### config.mk
export PLATFORM = sky130hd
export DESIGN_NAME = key_debounce_bank_flat
export DESIGN_NICKNAME = d
export VERILOG_FILES = /design/src/rtl/key_debounce_bank_pkg.sv /design/src/rtl/key_debounce_bank_if.sv /design/src/rtl/key_debounce_channel.sv /design/src/rtl/key_debounce_bank.sv /design/src/flat_wrapper.sv
export SDC_FILE = /design/constraint.sdc
export NUM_CORES = 1
export LEC_CHECK = 0
export CAP_MARGIN = 10
export CORE_MARGIN = 5
export CORE_UTILIZATION = 60
export DETAILED_ROUTE_END_ITERATION = 10
export DONT_BUFFER_PORTS = 1
export PLACE_DENSITY = 0.81
export RECOVER_POWER = 50
export SLEW_MARGIN = 5
export SYNTH_ARGS = -nofsm -noshare
export SYNTH_HDL_FRONTEND = slang
export SYNTH_HIERARCHICAL = 1
export SYNTH_SLANG_ARGS = --single-unit
export TNS_END_PERCENT = 20
### constraint.sdc
create_clock -name clk -period 2.8 [get_ports clk]
set_input_delay 0.42 -clock clk [delete_from_list [all_inputs] [get_ports clk]]
set_output_delay 0.42 -clock clk [all_outputs]
set_load 0.05 [all_outputs]
### src/rtl/key_debounce_bank_pkg.sv
// Purpose : shared FSM encoding and default parameters for the key debounce bank.
// Latency : n/a (types and constants only).
// Backpressure: n/a.
package key_debounce_bank_pkg;

    // Per-channel debounce state. IDLE/ARMING report released, PRESSED/DISARMING report pressed.
    typedef enum logic [1:0] {
        IDLE      = 2'd0,
        ARMING    = 2'd1,
        PRESSED   = 2'd2,
        DISARMING = 2'd3
    } deb_state_t;

    localparam int DEF_CHANNELS   = 4;
    localparam int DEF_CNT_W      = 16;
    localparam int DEF_THRESHOLD  = 255;
    localparam int DEF_HOLD_W     = 16;
    localparam int DEF_HOLD_TICKS = 1000;

endpackage

### src/rtl/key_debounce_bank_if.sv
// Purpose : key bank bus - raw keys and tick strobe in, debounced level/events out.
// Latency : n/a (wiring only).
// Backpressure: none; outputs are free-running levels and one-cycle pulses.
// Ports   : master = key source / consumer side, slave = debounce bank.
interface key_debounce_bank_if #(
    parameter int CHANNELS = key_debounce_bank_pkg::DEF_CHANNELS
);
    logic                tickEn;
    logic [CHANNELS-1:0] keyBounce;
    logic [CHANNELS-1:0] keyDeBounce;
    logic [CHANNELS-1:0] pressPulse;
    logic [CHANNELS-1:0] releasePulse;
    logic [CHANNELS-1:0] holdActive;

    modport master (
        output tickEn, keyBounce,
        input  keyDeBounce, pressPulse, releasePulse, holdActive
    );

    modport slave (
        input  tickEn, keyBounce,
        output keyDeBounce, pressPulse, releasePulse, holdActive
    );
endinterface

### src/rtl/key_debounce_channel.sv
// Purpose : one-key hysteresis debouncer with press/release pulses and long-press flag.
// Latency : press/release reported on the THRESHOLD-th qualifying tick edge.
// Backpressure: none; state only advances on edges where tick_en is 1.
// Ports   : clk, rst_n, tick_en, key_raw (0 = pressed) in;
//           key_level (0 = pressed), press_pulse, release_pulse, hold_active out.
module key_debounce_channel
    import key_debounce_bank_pkg::*;
#(
    parameter int CNT_W      = DEF_CNT_W,
    parameter int THRESHOLD  = DEF_THRESHOLD,
    parameter int HOLD_W     = DEF_HOLD_W,
    parameter int HOLD_TICKS = DEF_HOLD_TICKS
) (
    input  logic clk,
    input  logic rst_n,
    input  logic tick_en,
    input  logic key_raw,
    output logic key_level,
    output logic press_pulse,
    output logic release_pulse,
    output logic hold_active
);
    localparam logic [CNT_W-1:0]  THR  = CNT_W'(THRESHOLD);
    localparam logic [HOLD_W-1:0] HOLD = HOLD_W'(HOLD_TICKS);

    deb_state_t        state, state_nxt;
    logic [CNT_W-1:0]  cnt, cnt_nxt;
    logic [HOLD_W-1:0] hold_cnt, hold_nxt;
    logic              level_nxt, press_nxt, release_nxt, hold_act_nxt;

    always_ff @(posedge clk or negedge rst_n) begin
        if (!rst_n) begin
            state         <= IDLE;
            cnt           <= '0;
            hold_cnt      <= '0;
            key_level     <= 1'b1;
            press_pulse   <= 1'b0;
            release_pulse <= 1'b0;
            hold_active   <= 1'b0;
        end else begin
            state         <= state_nxt;
            cnt           <= cnt_nxt;
            hold_cnt      <= hold_nxt;
            key_level     <= level_nxt;
            press_pulse   <= press_nxt;
            release_pulse <= release_nxt;
            hold_active   <= hold_act_nxt;
        end
    end

    always_comb begin
        state_nxt    = state;
        cnt_nxt      = cnt;
        hold_nxt     = hold_cnt;
        level_nxt    = key_level;
        press_nxt    = 1'b0;   // pulses self-clear every clock, tick or not
        release_nxt  = 1'b0;
        hold_act_nxt = hold_active;
        if (tick_en) begin
            case (state)
                IDLE, ARMING: begin
                    if (!key_raw) begin
                        if (cnt == THR - 1'b1) begin
                            state_nxt = PRESSED;
                            cnt_nxt   = THR;
                            level_nxt = 1'b0;
                            press_nxt = 1'b1;
                        end else begin
                            state_nxt = ARMING;
                            cnt_nxt   = cnt + 1'b1;
                        end
                    end else begin
                        // any bounce discards all accumulated press credit
                        state_nxt = IDLE;
                        cnt_nxt   = '0;
                    end
                end
                PRESSED, DISARMING: begin
                    // long-press timer runs across DISARMING too, saturating at HOLD
                    if (hold_cnt != HOLD) begin
                        hold_nxt = hold_cnt + 1'b1;
                    end
                    if (hold_nxt == HOLD) begin
                        hold_act_nxt = 1'b1;
                    end
                    if (key_raw) begin
                        if (cnt == {{(CNT_W-1){1'b0}}, 1'b1}) begin
                            state_nxt    = IDLE;
                            cnt_nxt      = '0;
                            level_nxt    = 1'b1;
                            release_nxt  = 1'b1;
                            hold_nxt     = '0;
                            hold_act_nxt = 1'b0;
                        end else begin
                            state_nxt = DISARMING;
                            cnt_nxt   = cnt - 1'b1;
                        end
                    end else begin
                        state_nxt = PRESSED;
                        cnt_nxt   = THR;
                    end
                end
                default: begin
                    state_nxt = IDLE;
                    cnt_nxt   = '0;
                end
            endcase
        end
    end
endmodule

### src/rtl/key_debounce_bank.sv
// Purpose : CHANNELS independent key debouncers sharing one tick strobe.
// Latency : THRESHOLD qualifying ticks per press/release (+2 clk with DEBOUNCE_SYNC_EN).
// Backpressure: none; all channels advance only on tickEn edges.
// Ports   : clk, rst_n plus key_debounce_bank_if.slave (tickEn, keyBounce in;
//           keyDeBounce, pressPulse, releasePulse, holdActive out).
// Option  : define DEBOUNCE_SYNC_EN to add a 2-flop synchroniser (reset to 1) per key.
module key_debounce_bank
    import key_debounce_bank_pkg::*;
#(
    parameter int CHANNELS   = DEF_CHANNELS,
    parameter int CNT_W      = DEF_CNT_W,
    parameter int THRESHOLD  = DEF_THRESHOLD,
    parameter int HOLD_W     = DEF_HOLD_W,
    parameter int HOLD_TICKS = DEF_HOLD_TICKS
) (
    input  logic                clk,
    input  logic                rst_n,
    key_debounce_bank_if.slave  keys
);
    logic [CHANNELS-1:0] key_in;
    logic [CHANNELS-1:0] level, press, release_ev, hold;

`ifdef DEBOUNCE_SYNC_EN
    // Sync flops reset to the released level so reset never looks like a press.
    logic [CHANNELS-1:0] sync_q1, sync_q2;

    always_ff @(posedge clk or negedge rst_n) begin
        if (!rst_n) begin
            sync_q1 <= '1;
            sync_q2 <= '1;
        end else begin
            sync_q1 <= keys.keyBounce;
            sync_q2 <= sync_q1;
        end
    end

    assign key_in = sync_q2;
`else
    assign key_in = keys.keyBounce;
`endif

    for (genvar g = 0; g < CHANNELS; g++) begin : g_ch
        key_debounce_channel #(
            .CNT_W      (CNT_W),
            .THRESHOLD  (THRESHOLD),
            .HOLD_W     (HOLD_W),
            .HOLD_TICKS (HOLD_TICKS)
        ) u_ch (
            .clk           (clk),
            .rst_n         (rst_n),
            .tick_en       (keys.tickEn),
            .key_raw       (key_in[g]),
            .key_level     (level[g]),
            .press_pulse   (press[g]),
            .release_pulse (release_ev[g]),
            .hold_active   (hold[g])
        );
    end

    assign keys.keyDeBounce  = level;
    assign keys.pressPulse   = press;
    assign keys.releasePulse = release_ev;
    assign keys.holdActive   = hold;
endmodule
### src/flat_wrapper.sv
// flat-port wrapper written by rule: the top's interface ports become plain ports
module key_debounce_bank_flat import key_debounce_bank_pkg::*;
#(
    parameter int CHANNELS   = DEF_CHANNELS,
    parameter int CNT_W      = DEF_CNT_W,
    parameter int THRESHOLD  = DEF_THRESHOLD,
    parameter int HOLD_W     = DEF_HOLD_W,
    parameter int HOLD_TICKS = DEF_HOLD_TICKS
)
  (clk, rst_n, keys_tickEn, keys_keyBounce, keys_keyDeBounce, keys_pressPulse, keys_releasePulse, keys_holdActive);
  key_debounce_bank_if #(.CHANNELS(CHANNELS)) keys_i ();
  input  logic clk;
  input  logic rst_n;
  input wire logic [$bits(keys_i.tickEn)-1:0] keys_tickEn;
  input wire logic [$bits(keys_i.keyBounce)-1:0] keys_keyBounce;
  output wire logic [$bits(keys_i.keyDeBounce)-1:0] keys_keyDeBounce;
  output wire logic [$bits(keys_i.pressPulse)-1:0] keys_pressPulse;
  output wire logic [$bits(keys_i.releasePulse)-1:0] keys_releasePulse;
  output wire logic [$bits(keys_i.holdActive)-1:0] keys_holdActive;
  assign keys_i.tickEn = keys_tickEn;
  assign keys_i.keyBounce = keys_keyBounce;
  assign keys_keyDeBounce = keys_i.keyDeBounce;
  assign keys_pressPulse = keys_i.pressPulse;
  assign keys_releasePulse = keys_i.releasePulse;
  assign keys_holdActive = keys_i.holdActive;
  key_debounce_bank #(.CHANNELS(CHANNELS), .CNT_W(CNT_W), .THRESHOLD(THRESHOLD), .HOLD_W(HOLD_W), .HOLD_TICKS(HOLD_TICKS)) u_core (.clk(clk), .rst_n(rst_n), .keys(keys_i));
endmodule
Word-level counts from Yosys, hierarchy flattened
Index checks and enable logic that the tools add are counted.
Widths: inputs -> output; s select.
- register bits: 152
- input port bits: 7
- logic and storage cells: 228
- $add $sub $neg: 12
- equal/unequal tests: 44
- mux-type cells: 124
- reduce and logical (&&, ||, !) cells: 20
- operator list (kind ; number):
    $mux 16 ; 36
    $add 16x1->16 const B ; 8
    $pmux 16 s2 ; 4
    $eq 16x1->1 const B ; 4
    $eq 16x10->1 const B ; 4
    $eq 16x8->1 const B ; 4
    $ne 16x10->1 const B ; 4
    $sub 16x1->16 const B ; 4
    $mux 1 ; 60
    $mux 2 ; 16
    $ne 2x2->1 const B ; 16
    $reduce_and 5->1 ; 4
    $eq 2x2->1 const B ; 8
    $pmux 2 s2 ; 4
    $reduce_or 2->1 ; 8
    $eq 2x1->1 const B ; 4
    $logic_not 2->1 ; 4
    $pmux 1 s2 ; 4
    $reduce_and 2->1 ; 4

Depth between registers and ports, before layout
- depth after elaboration: 8
- gate-level depth with buffers: 9
- mapped depth without buffers: 8

By module
Netlist, hierarchy kept.
- by module, submodules not included (module ; times used ; cells an instance ; area each (µm²) ; sequential area each (µm²)):
    key_debounce_channel at u_core.g_ch[1].u_ch ... ; 2 ; 350 ; 2950.3 ; 927.1
    key_debounce_channel at u_core.g_ch[3].u_ch ; 1 ; 350 ; 2768.9 ; 927.1
    key_debounce_channel at u_core.g_ch[0].u_ch ; 1 ; 333 ; 2760.1 ; 927.1

Least setup slack after synthesis
No wires, ideal clock.
- kind: register to register
- start: register u_core.g_ch[3].u_ch.cnt[9]
- end: register u_core.g_ch[3].u_ch.cnt[14]
- arrival time: 2.294 ns
- data required time: 2.668 ns
- setup slack: 0.373 ns
- cell stages (with the launch flop): 10
- clock period less this slack: 2.427 ns
- cell sequence: dfrtp_1 -> or3_1 -> buf_2 -> or4_4 -> buf_6 -> o31ai_4 -> buf_6 -> a21oi_1 -> o31ai_1 -> o31ai_1
- cells in the longest elaborated chain, start to end: 4
- RTL lines (item ; line ; RTL):
    from (decl) ; key_debounce_channel.sv:27 ; logic [CNT_W-1:0] cnt, cnt_nxt;
    from (signal assigned) ; key_debounce_channel.sv:42 ; cnt <= cnt_nxt;
    $sub 16x1->16, or another cell as far along ; key_debounce_channel.sv:96 ; cnt_nxt = cnt - 1'b1;
    $mux 16 (on tied branches) ; key_debounce_channel.sv:87, key_debounce_channel.sv:63 ;
    $mux 16 (on tied branches) ; key_debounce_channel.sv:86, key_debounce_channel.sv:62 ;
    $pmux 16 s2 (*) ; key_debounce_channel.sv:60 ; case (state)
Every way passes the cells marked *; elsewhere a longest branch is shown, timed or not.
A chain may end at the register's enable or synchronous reset.

Worst setup path in the final report
- start: register u_core.g_ch[3].u_ch.cnt[9]
- end: register u_core.g_ch[3].u_ch.cnt[10]
Same word-level chain as after synthesis.

==> flow_metrics.tcl <==
set metrics [dict create \
    status "complete, but fails checks" \
    violations "negative hold slack" \
    crit_chain "or3_1 > or4_4 > o31ai_4 > or4_1 > o21ai_0 > a22o_1" \
    synth-seq-area-share 0.324 \
    start_util 0.611 \
    yosys_warnings 6 \
    crit_path_start "u_core/g_ch[3].u_ch/cnt[9]$_DFFE_PN0P_" \
    slew_violations 0 \
    synth_edf_count 0 \
    hpwl_mm 18.4 \
    vias 10900 \
    cts_max_level 4 \
    cts_resized 0 \
    worstPathArrival_ns 2.94 \
    hold_path.class "in -> async" \
    synth_nets 1414 \
    gp_congestion 0.931 \
    dieWidth_um 148 \
    max_stage_delay_ns 0.60 \
    leakage_uw 0.00462 \
    drt_iter0_drc 1222 \
    synth_area_um2 11400 \
    clkPwrFrac 0.347 \
    cts_buffer_depth 2 \
    drc 0 \
    fp.dieH_um 148 \
    ys_ff_latch 148 \
    placed_area_um2 11400 \
    yosysUniqueCellTypes 97 \
    ios 23 \
    swShare 0.338 \
    p_seq_frac 0.424 \
    fin_area_um2 12000 \
    clk_pin_slew_worst_paths_ns 0.06 \
    crit_required_ns 3.11 \
    cts.sinks 148 \
    hold_ws_ns -0.312 \
    drt-wirelength-per-cell_um 17.7 \
    maxCapViolCount 0 \
    grt_max_degree 149 \
    slew_headroom 0.321 \
    min_period_ns 2.63 \
    hold_viol_final 148 \
    antenna_found_initial 0 \
    drt.antenna.violating_nets 0 \
    rsz0062_at_grt "false" \
    via_per_inst 6.92 \
    setup_tns_ns 0 \
    ys.flop_type "dfrtp_1" \
    slowest_stage "or4_4" \
    antenna_cells 0 \
    wirelength_mm 27.9 \
    p_total_uw 6390 \
    setup_viol 0 \
    yosys-top-cells-area "dfrtp_1 32%, o21ai_0 4.7%, nand2_1 4.2%" \
    power_switching_uw 2160 \
    async_reset_ff_frac 1.00 \
    avgSynthCellArea_um2 8.26 \
    grt_overflow 0 \
    timing.fmax_mhz 380 \
    ir_drop_v 0.000428 \
    synth_top_cell_by_area "dfrtp_1" \
    detail_route.first_pass.iterations 8 \
    cts_buffers 17 \
    p_per_area_nw_per_um2 534 \
    root_buffer "clkbuf_16" \
    end_kind "flop" \
    yosysTopAreaCellShare 0.315 \
    grt_usage 0.252 \
    critPathLaunchType "flop" \
    tightest_slew_ns 1.01 \
    cts_tree "done" \
    drive_above_1_share 0.101 \
    worstSetupPathType "reg -> reg" \
    worstPathMaxFanout 13 \
    grt_pass1_vias 9997 \
    placement.io_buffers 0 \
    period_share 0.941 \
    grt_first_pass_wirelength_mm 47.4 \
    combPwrFrac 0.228 \
    skew_ns 0.00941 \
    clock_latency_ns 0.42 \
    intPower_uw 4230 \
    post_cts_buffers 0 \
    rows 50 \
    nets 1364 \
    area_growth_syn_to_layout_pct 4.64 \
    syn_inst 1383 \
    r2r-start "u_core/g_ch[3].u_ch/cnt[9]$_DFFE_PN0P_" \
    die_area_um2 21900 \
    core_um2 18700 \
]
-- kinds of logic after synthesis --
| group | count (synthesis) | synth area share |
|---|---|---|
| AND/OR/NAND/NOR | 586 | 0.287 |
| AO/OA/AOI/OAI | 434 | 0.262 |
| flip-flops | 148 | 0.324 |
| buffers and inverters | 146 | 0.0634 |
| adder cells (fa/ha/maj) | 24 | 0.0263 |
| XOR/XNOR | 23 | 0.0176 |
| multiplexers | 22 | 0.0193 |
-- layout make-up --
type                       instances  area, µm²
multi-input combinational       1089       7000
fill                            1573       6750
sequential                       148       3710
clock buffer                      23        498
tap                              234        293
timing repair buffer              27        203
inverter                          50        188
clock inverter                     8       73.8
-- cell usage in the layout (no fill, tap or decap), drive strengths merged, types with 33 or more instances in the layout --
cell type  Yosys  final
o21ai        126    126
nor3          66     66
and3          33     33
a21oi         65     65
nand4         40     40
nand3         76     76
nor2          96     96
nand2        128    128
inv           43     44
dfrtp        144    144
-- per-stage QoR --
stage	util	std cells	setup WS, ns	hold WS [ns]
after floorplan	-	1383	0.373	0.124
after global placement	0.609	1548	0.259	0.129
after detailed placement	0.609	1548	0.195	0.129
after CTS	0.639	1579	0.190	-0.328
after global routing	0.639	1579	0.0513	-0.335
final	0.639	1579	0.166	-0.312
-- sequential cells by signal, summed over array words and instances (netlist names) --
| register | count |
|---|---|
| u_core/g_ch.u_ch/key_level | 4 |
| u_core/g_ch.u_ch/release_pulse | 4 |
| u_core/g_ch.u_ch/press_pulse | 4 |
| u_core/g_ch.u_ch/hold_cnt | 64 |
| u_core/g_ch.u_ch/state | 4 |
| u_core/g_ch.u_ch/cnt | 64 |
| u_core/g_ch.u_ch/hold_active | 4 |
-- power by group through the flow --
stage | clock network (µW) | logic, µW | registers, µW
2_1_floorplan | 0 | 1410 | 2510
3_3_place_gp | 0 | 1380 | 2720
3_5_place_dp | 0 | 1420 | 2730
4_1_cts | 2270 | 1430 | 2700
5_1_grt | 2380 | 1600 | 2750
6_report | 2220 | 1460 | 2710
-- cells in the mapped netlist, drive strengths merged, types with 24 or more instances --
cell and n:
ha 24, o21ai 126, clkbuf 60, dfrtp 144, nor3 66, inv 43
nor4 27, and3 33, nand3 76, nand4 40, nand2 128, a21oi 65
buf 34, nor2 96
-- worst paths after layout --
kind	to	slack, ns	depth (start not counted)
setup / recovery	u_core/g_ch[3].u_ch/cnt[10]$_DFFE_PN0P_	0.17	6
hold / removal	u_core/g_ch[1].u_ch/hold_cnt[6]$_DFFE_PN0P_	-0.31	0
setup reg to reg	u_core/g_ch[3].u_ch/cnt[10]$_DFFE_PN0P_	0.17	6
hold reg to reg	u_core/g_ch[0].u_ch/hold_cnt[15]$_DFFE_PN0P_	0.51	1
max in group asynchronous	u_core/g_ch[0].u_ch/key_level$_DFFE_PN1P_	2.81	0
min in group clk	u_core/g_ch[0].u_ch/cnt[3]$_DFFE_PN0P_	0.09	1
-- layer usage --
layer	up-vias	part of all wire	track usage
met1	5231	0.45	0.353
met5	-	0	0
met3	30	0.070	0.0432
li1	5167	-	-
met4	0	0.010	0.0670
met2	493	0.47	0.406
-- critical path: cells and delay by family (launching register included) --
family	cells	cell delay [ns]
and+or+nand+nor	3	1.20
DFF	1	0.43
AOI/OAI and AO/OA	3	0.89
No activity file was read; power rests on OpenSTA's default activity.
